==> src/rtl/cdb_writeback_arbiter.sv <==
// cdb_writeback_arbiter: round-robin grant of ALU/LB/ACU write-backs onto a registered common data bus
module cdb_writeback_arbiter #(
  parameter int TAG_W  = 5,
  parameter int DATA_W = 32
) (
  input  logic              clock,
  input  logic              reset,
  input  logic              squash,
  input  logic              alu_wr_valid,
  input  logic [TAG_W-1:0]  alu_wr_tag,
  input  logic [DATA_W-1:0] alu_wr_value,
  output logic              alu_wr_written,
  input  logic              lb_wr_valid,
  input  logic [TAG_W-1:0]  lb_wr_tag,
  input  logic [DATA_W-1:0] lb_wr_value,
  output logic              lb_wr_written,
  input  logic              acu_wr_valid,
  input  logic              acu_wr_has_dest,
  input  logic [TAG_W-1:0]  acu_wr_tag,
  input  logic [DATA_W-1:0] acu_wr_value,
  output logic              acu_wr_written,
  output logic              cdb_valid,
  output logic              cdb_has_dest,
  output logic [TAG_W-1:0]  cdb_tag,
  output logic [DATA_W-1:0] cdb_value,
  output logic [1:0]        cdb_src
);
  logic [1:0] prio, p0, p1, p2, win;
  logic [2:0] req;
  logic       grant;
  // p0..p2 is the scan order starting at the priority source; encoding 3 folds to ALU
  always_comb begin
    req   = {acu_wr_valid, lb_wr_valid, alu_wr_valid};
    p0    = prio == 2'd3 ? 2'd0 : prio;
    p1    = p0 == 2'd2 ? 2'd0 : p0 + 2'd1;
    p2    = p1 == 2'd2 ? 2'd0 : p1 + 2'd1;
    win   = req[p0] ? p0 : req[p1] ? p1 : p2;
    grant = !reset && !squash && |req;
  end
  assign alu_wr_written = grant && win == 2'd0;
  assign lb_wr_written  = grant && win == 2'd1;
  assign acu_wr_written = grant && win == 2'd2;
  always_ff @(posedge clock) begin
    if (reset) begin
      prio         <= 2'd0;
      cdb_valid    <= 1'b0;
      cdb_has_dest <= 1'b0;
      cdb_tag      <= '0;
      cdb_value    <= '0;
      cdb_src      <= 2'd0;
    end else begin
      cdb_valid <= grant;
      if (grant) begin
        prio         <= win == 2'd2 ? 2'd0 : win + 2'd1;
        cdb_src      <= win;
        cdb_has_dest <= win != 2'd2 || acu_wr_has_dest;
        cdb_tag      <= win == 2'd0 ? alu_wr_tag : win == 2'd1 ? lb_wr_tag : acu_wr_tag;
        cdb_value    <= win == 2'd0 ? alu_wr_value : win == 2'd1 ? lb_wr_value : acu_wr_value;
      end
    end
  end
endmodule

==> config.mk <==
export PLATFORM = sky130hd
export DESIGN_NAME = cdb_writeback_arbiter
export DESIGN_NICKNAME = d
export VERILOG_FILES = /design/src/rtl/cdb_writeback_arbiter.sv
export SDC_FILE = /design/constraint.sdc
export NUM_CORES = 1
export LEC_CHECK = 0
export ABC_AREA = 1
export BUFFER_PORTS_ARGS = -buffer_cell sky130_fd_sc_hd__buf_4
export CORE_MARGIN = 5
export CORE_UTILIZATION = 40
export DETAILED_ROUTE_END_ITERATION = 10
export PLACE_DENSITY_LB_ADDON = 0.25
export SYNTH_ARGS = -nofsm -noshare
export SYNTH_HDL_FRONTEND = slang
export SYNTH_SLANG_ARGS = --single-unit
==> constraint.sdc <==
create_clock -name clock -period 2.35 [get_ports clock]
set_input_delay 0 -clock clock [delete_from_list [all_inputs] [get_ports clock]]
set_output_delay 0 -clock clock [all_outputs]
set_load 0.02 [all_outputs]
==> results.sh <==
export IMPL_synth_area_um2=2740
export IMPL_hold_viol=0
export IMPL_drt_wl_total_um=9600
export IMPL_cts_buffers=5
export IMPL_power_density_nw_per_um2=586
export IMPL_setup_slack_ns=0.181
export IMPL_cts_root_buf="clkbuf_8"
export IMPL_vias=3522
export IMPL_grt_busiest_layer="met2"
export IMPL_worstSetupPathType="flop to primary output"
export IMPL_yosys_cell_types_count=21
export IMPL_area_growth_pct=59.2
export IMPL_n_antenna_cell=0
export IMPL_hpwl_um=6840
export IMPL_die_h_um=92.7
export IMPL_rsz0062_at_grt="yes"
export IMPL_dp_cells=674
export IMPL_numClockSinks=43
export IMPL_clk_pin_slew_ns=0.08
export IMPL_avgSynthCellArea_um2=6.04
export IMPL_grt_overflow_total=0
export IMPL_max_freq_mhz=461
export IMPL_stdcell_count=707
export IMPL_finalMaxSlewViolations=0
export IMPL_tightest_slew_ns=0.575
export IMPL_h_tree_depth=2
export IMPL_drive_gt1_share_pct=32.4
export IMPL_drc=0
export IMPL_ys_seq_area_share_pct=31.4
export IMPL_ant_nets=0
export IMPL_grt_use_total_pct=21.3
export IMPL_place_area_um2=3980
export IMPL_die_w_um=92.7
export IMPL_utilization_pct=64.9
export IMPL_syn_nets=573
export IMPL_setup_tns_ns=0
export IMPL_status="finished, final reports clean"
export IMPL_clk_path_buf_depth=2
export IMPL_num_rows=30
export IMPL_first_pass_iters=4
export IMPL_via_per_inst=4.98
export IMPL_cp_slowest_cell="dfxtp_1"
export IMPL_worst_ep_arrival_time_ns=2.17
export IMPL_clk_latency_ns=0.29
export IMPL_cp_end_kind="primary output"
export IMPL_place_gp_congestion=0.802
export IMPL_cp_max_fo=7
export IMPL_grt_pass1_vias=3307
export IMPL_place_ws_ns=0.166
export IMPL_setup_violations=0
export IMPL_max_stage_delay_ns=0.36
export IMPL_r2r_slack_ns=0.22
export IMPL_ios=162
export IMPL_antenna_found_initial=0
export IMPL_io_buffers=161
export IMPL_drtIter0Drc=126
export IMPL_relSlewSlack_pct=61.7
export IMPL_hold_class="input port to flop"
export IMPL_critPathRequiredTime_ns=2.35
export IMPL_leakage_uw=0.00248
export IMPL_grt_pass1_wl_um=15100
export IMPL_synth_warnings=0
export IMPL_use_met1_pct=25.4
export IMPL_fin_area_um2=4360
export IMPL_fin_skew_ns=0.00347
export IMPL_cts_tree="yes"
export IMPL_post_route_period_util_pct=92.3
export IMPL_initial_core_util_pct=40.7
export IMPL_drv_cap=0
export IMPL_synth_cells=453
export IMPL_cp_cell_sequence="inv_1 -> ha_1 -> inv_1 -> nand2_1 -> nand3_1 -> nand2_1 -> o21ai_4 -> buf_4 -> nor2_4 -> nand2_1 -> inv_1 -> buf_4"
export IMPL_mostFrequentLayoutCell="buf_4"
export IMPL_fin_nets=746
export IMPL_met2_usage_pct=36.4
export IMPL_layout_common_cells="buf_4 (174), nand2_1 (118), nand3_1 (85)"
export IMPL_grt_max_degree=54
export IMPL_wl_per_cell_um=13.6
export IMPL_coreArea_um2=6720
export IMPL_ir_worst_vdd_v=0.000232
export IMPL_die_area_um2=8600
export IMPL_ys_ff_latch=43
export IMPL_cp_start_kind="flop"
export IMPL_min_period_ns=2.17
export IMPL_use_met3_pct=6.74
-- final cells by class --
cell class	instances	area [µm²]
Clock buffer	6	72.6
Clock inverter	2	12.5
Fill cell	628	2360
Inverter	80	300
Multi-Input combinational cell	301	1440
Sequential cell	43	861
Tap cell	80	100
Timing Repair Buffer	195	1570
-- worst max-delay path: cells and delay by family (launching register included) --
kind | cells | cell delay, ns
AOI/OAI and AO/OA | 1 | 0.09
adders and majority gates | 1 | 0.29
buffers and inverters | 5 | 0.49
DFF | 1 | 0.36
and+or+nand+nor | 5 | 0.66
-- synthesized netlist by cell type (all sizes together) --
cell type	n	area, µm²
nand2	122	478
nand3	89	460
inv	80	300
a21oi	44	220
dfxtp	43	861
nor2	28	123
buf	19	126
clkbuf	10	37.5
nand4	10	62.6
o21ai	4	31.3
ha	2	25.0
or2	2	12.5
-- metal layers --
layer  vias up  share of wire (%)
met5         -                  0
met4         0                1.8
met3        22                9.8
met2       175                 49
met1      1561                 40
li1       1764                  -
-- timing repair --
action                     4_1_cts  5_1_grt
cloned                           0        1
hold endpoints to repair        20        0
hold buffers                    16        0
setup endpoints to repair        2       18
pin swaps                        0        3
buffers inserted                 0        8
gates resized for setup          4        6
-- kinds of logic after synthesis --
| logic type | share of synthesized area [%] |
|---|---|
| DFF | 31.4 |
| buffers and inverters | 17.0 |
| and+or+nand+nor | 41.5 |
| AOI/OAI and AO/OA | 9.19 |
| adders and majority gates | 0.914 |
-- power by group --
part	internal, µW	switching [µW]	leakage (µW)
combinational	555	680	0.00208
sequential	813	46.2	0.000356
clock	208	254	0.0000412
-- worst paths after layout --
kind / from / end / cells after the start
hold reg to reg: cdb_src[1] / cdb_src[1] / 2
setup / recovery: prio[0] / alu_wr_written / 12
hold / removal: alu_wr_value[29] / cdb_value[29] / 5
setup reg to reg: prio[0] / cdb_value[14] / 13
-- per-stage QoR --
step | hold slack (ns) | total power (µW)
global route | 0.0123 | 2750
global placement | 0.211 | 1960
finish | 0.0109 | 2560
CTS | 0.000219 | 2480
detailed placement | 0.220 | 1970
floorplan | 0.0691 | 1560
-- state kept, by name, indices dropped and copies added, names as in the netlist --
signal and count:
cdb_value 32, prio 2, cdb_tag 5, cdb_has_dest 1, cdb_src 2, cdb_valid 1
Note: power is estimated with default switching activity, not from simulation.
